[src/rtl/contador_modn_updown.sv]
// Modulo-MOD up/down digit counter with range-checked load and a sticky load-error flag.
// Optional: define CONTADOR_MODN_SATURATE_EN to add the sat input (stop at terminal value).
module contador_modn_updown #(
  parameter int MOD   = 6,
  parameter int WIDTH = $clog2(MOD)
) (
  input  logic             clk,
  input  logic             clearn,
  input  logic             loadn,
  input  logic [WIDTH-1:0] data,
  input  logic             en,
  input  logic             up,
`ifdef CONTADOR_MODN_SATURATE_EN
  input  logic             sat,
`endif
  output logic [WIDTH-1:0] count,
  output logic             zero,
  output logic             max,
  output logic             tc,
  output logic             err
);

  localparam logic [WIDTH-1:0] LP_MAX = WIDTH'(MOD - 1);

  logic [WIDTH-1:0] r_count;
  logic [WIDTH-1:0] w_count_nxt;
  logic [WIDTH-1:0] w_step;
  logic             r_err;
  logic             w_err_nxt;
  logic             w_in_range;
  logic             w_zero;
  logic             w_max;
  logic             w_at_term;
  logic             w_hold_term;

  assign w_zero    = (r_count == '0);
  assign w_max     = (r_count == LP_MAX);
  assign w_at_term = up ? w_max : w_zero;

  // Widened by one bit so MOD == 2**WIDTH (every code legal) still compares correctly.
  assign w_in_range = ({1'b0, data} < (WIDTH+1)'(MOD));

`ifdef CONTADOR_MODN_SATURATE_EN
  assign w_hold_term = sat & w_at_term;
`else
  assign w_hold_term = 1'b0;
`endif

  always_comb begin
    w_step = r_count;
    if (up) begin
      w_step = w_max ? '0 : (r_count + WIDTH'(1));
    end else begin
      w_step = w_zero ? LP_MAX : (r_count - WIDTH'(1));
    end
  end

  // Load beats count; an out-of-range load clamps to MOD-1 and latches err.
  always_comb begin
    w_count_nxt = r_count;
    w_err_nxt   = r_err;
    if (!loadn) begin
      if (w_in_range) begin
        w_count_nxt = data;
      end else begin
        w_count_nxt = LP_MAX;
        w_err_nxt   = 1'b1;
      end
    end else if (en && !w_hold_term) begin
      w_count_nxt = w_step;
    end
  end

  always_ff @(posedge clk or negedge clearn) begin
    if (!clearn) begin
      r_count <= '0;
      r_err   <= 1'b0;
    end else begin
      r_count <= w_count_nxt;
      r_err   <= w_err_nxt;
    end
  end

  // tc is combinational so a rippled cascade advances the next digit on the same edge.
  assign count = r_count;
  assign zero  = w_zero;
  assign max   = w_max;
  assign tc    = en & w_at_term;
  assign err   = r_err;

endmodule

[config.mk]
export PLATFORM = sky130hd
export DESIGN_NAME = contador_modn_updown
export DESIGN_NICKNAME = d
export VERILOG_FILES = /design/src/rtl/contador_modn_updown.sv
export SDC_FILE = /design/constraint.sdc
export NUM_CORES = 1
export LEC_CHECK = 0
export ABC_AREA = 1
export ABC_CLOCK_PERIOD_IN_PS = 2700
export CORE_AREA = 2 2 39 41
export CTS_CLUSTER_DIAMETER = 30
export DETAILED_ROUTE_END_ITERATION = 8
export DIE_AREA = 0 0 41 43
export PLACE_DENSITY = 0.58
export SYNTH_ARGS = -nofsm -noshare
export SYNTH_HDL_FRONTEND = slang
export SYNTH_SLANG_ARGS = --single-unit
[constraint.sdc]
create_clock -name clk -period 2.7 [get_ports clk]
set_input_delay 0.54 -clock clk [delete_from_list [all_inputs] [get_ports clk]]
set_output_delay 0.54 -clock clk [all_outputs]
set_load 0.03 [all_outputs]
==> results.ini <==
[setup_path]
worst_setup_path_start_kind = input pin
critPathMaxStageDelay_ns = 0.67
crit_buf_inv = 3
endpoint_kind = output port
path_class = in -> out
path_cells = clkdlybuf4s50_1 -> inv_1 -> o21ai_1 -> a21oi_2 -> clkdlybuf4s50_1
cp_common_cell = clkdlybuf4s50_1
worstPathMaxFanout = 6
critPathTopFamily = buffers and inverters
arrival_ns = 1.96
slowest_stage = clkdlybuf4s50_1
reg2reg_slack_ns = 1.61
worstPathRequired_ns = 2.16

[route]
routed_wl_um = 700
ant_nets = 0
wl_per_cell_um = 8.642
drc_errors = 0
first_iter_violations = 1
vias = 350
drt_pass1_iterations = 3
viasPerCell = 4.321

[power_and_ir_drop]
p_seq_frac = 0.303
p_leak_nw = 0.2422
pwr-share-clk = 0.281
power.internal_mw = 0.1624
power_density_nw_per_um2 = 529.0
p_sw_mw = 0.09580
pwr-share-comb = 0.416
ir_drop_uv = 387.7
p_sw_frac = 0.3711

[clocking]
htreeDepth = 1
numCtsBuffers = 3
clockRootBuffer = clkbuf_4
insertion_delay_ns = 0.23
cts_resized = 0
clock_sinks = 4
cts.path.max_buffers = 2
ctsHoldBuffers = 0
cts_tree = yes
post_cts_buffers = 0
clk_pin_slew_ns = 0.03

[timing]
worstMarginPinSlew_ns = 0.3090
fmax_mhz = 400.0
slew_headroom = 0.7934
finalSetupViolCount = 0
period_share = 0.9259
min_period_ns = 2.500
fin_skew_ns = 0.005178
rsz0062_at_grt = false
hold_violations = 0
fin_setup_tns_ns = 0
slew_viol_final = 0

[synthesis]
ys_types = 13
yosysWarnings = 0
synth.ff_latch_count = 4
netlist_area_um2 = 305.3
synthCells = 48
ys_seq_area_frac = 0.3279
post_synth.cell_area_avg_um2 = 6.360
syn_nets = 56

[floorplan]
die_w_um = 41
design.core.area_um2 = 1384
rows = 14
fp.dieH_um = 43
dieArea_um2 = 1763
io_pins = 15
initial_utilization = 0.2206

[global_routing]
antenna_found_initial = 0
grt_overflow_total = 0
track_usage = 0.1009
grt_pass1_wl_um = 1193
grt_pass1_vias = 315
grt_max_degree = 8

[placement]
portBuffers = 14
dp_hpwl_um = 588.3
gp_congestion = 0.7440

[flow_run]
cap_violations = 0

[final_layout]
fin_util = 0.3526
layout_commonest_cell = nand2_1
layout_common_cells = nand2_1 (19), clkdlybuf4s50_1 (14), inv_1 (6), a21oi_1 (6), dfrtp_1 (4)
n_antenna_cell = 0
nNetsFinal = 75
n_fill_cell = 153
drive_gt1_frac = 0.1385
syn_to_final_growth_pct = 59.84

[status]
status = finished, final reports clean

[min_path]
hold_class = reg -> reg

[worst paths after layout]
kind,startpoint,to,cells past startpoint
worst max-delay path,up,tc,5
worst min-delay path,err,err,1
worst max register to register,count[0],count[2],7
worst min register to register,err,err,1
max in group asynchronous,clearn,count[0],1
min in group asynchronous,clearn,count[1],1
[per-stage QoR]
stage	setup WS [ns]	cells	cell area, um2	power (mW)	hold slack [ns]
final	0.2001	81	488.0	0.2582	0.4802
after global routing	0.1266	81	488.0	0.2771	0.5205
after floorplan	0.5915	48	305.3	0.1421	0.2444
after CTS	0.1982	81	488.0	0.2619	0.4895
after global placement	0.2201	78	465.4	0.1866	0.4779
after detailed placement	0.2076	78	465.4	0.1871	0.4820
[synth_stat cells]
cell	n	area share
a21oi_1	6	0.098
a21oi_2	1	0.029
a22o_2	1	0.033
dfrtp_1	4	0.33
inv_1	6	0.074
inv_2	2	0.025
nand2_1	19	0.23
nand3_1	2	0.033
nor2_1	3	0.037
nor2_4	1	0.037
nor3_2	1	0.033
o21ai_1	1	0.016
o21bai_1	1	0.025
[registers in the layout (all words and copies together) (netlist names)]
signal	flops
count	3
err	1
[cell type report]
cell class	instances	area [um2]	share of cell area
Clock buffer	3	22.52	0.04615
Inverter	8	30.03	0.06154
Multi-Input combinational cell	36	175.2	0.3590
Sequential cell	4	100.1	0.2051
Tap cell	16	20.02	0.04103
Timing Repair Buffer	14	140.1	0.2872
[routing by layer]
metal / part of all wire / vias to the layer above / global-route usage / wire length (um)
met2: 0.50 / 11 / 0.1563 / 351
met5: 0 / - / 0 / 0
met4: 0 / 0 / 0.02000 / 0
li1: - / 189 / - / -
met1: 0.43 / 150 / 0.1144 / 300
met3: 0.069 / 0 / 0.06283 / 48
[power by group through the flow]
stage	clock, mW	sequential (mW)	combinational (mW)
6_report	0.0726	0.0782	0.107
5_1_grt	0.0791	0.0799	0.118
3_5_place_dp	0	0.0791	0.108
2_1_floorplan	0	0.0898	0.0524
4_1_cts	0.0751	0.0784	0.108
3_3_place_gp	0	0.0791	0.107
[logic make-up (layout without fill, tap and decap cells)]
logic type,Yosys count,count (layout),synth area share
DFF,4,4,0.3279
AOI/OAI and AO/OA,10,10,0.2008
buffers and inverters,8,25,0.09836
and+or+nand+nor,26,26,0.3730
Power figures use the tool's default switching activity.
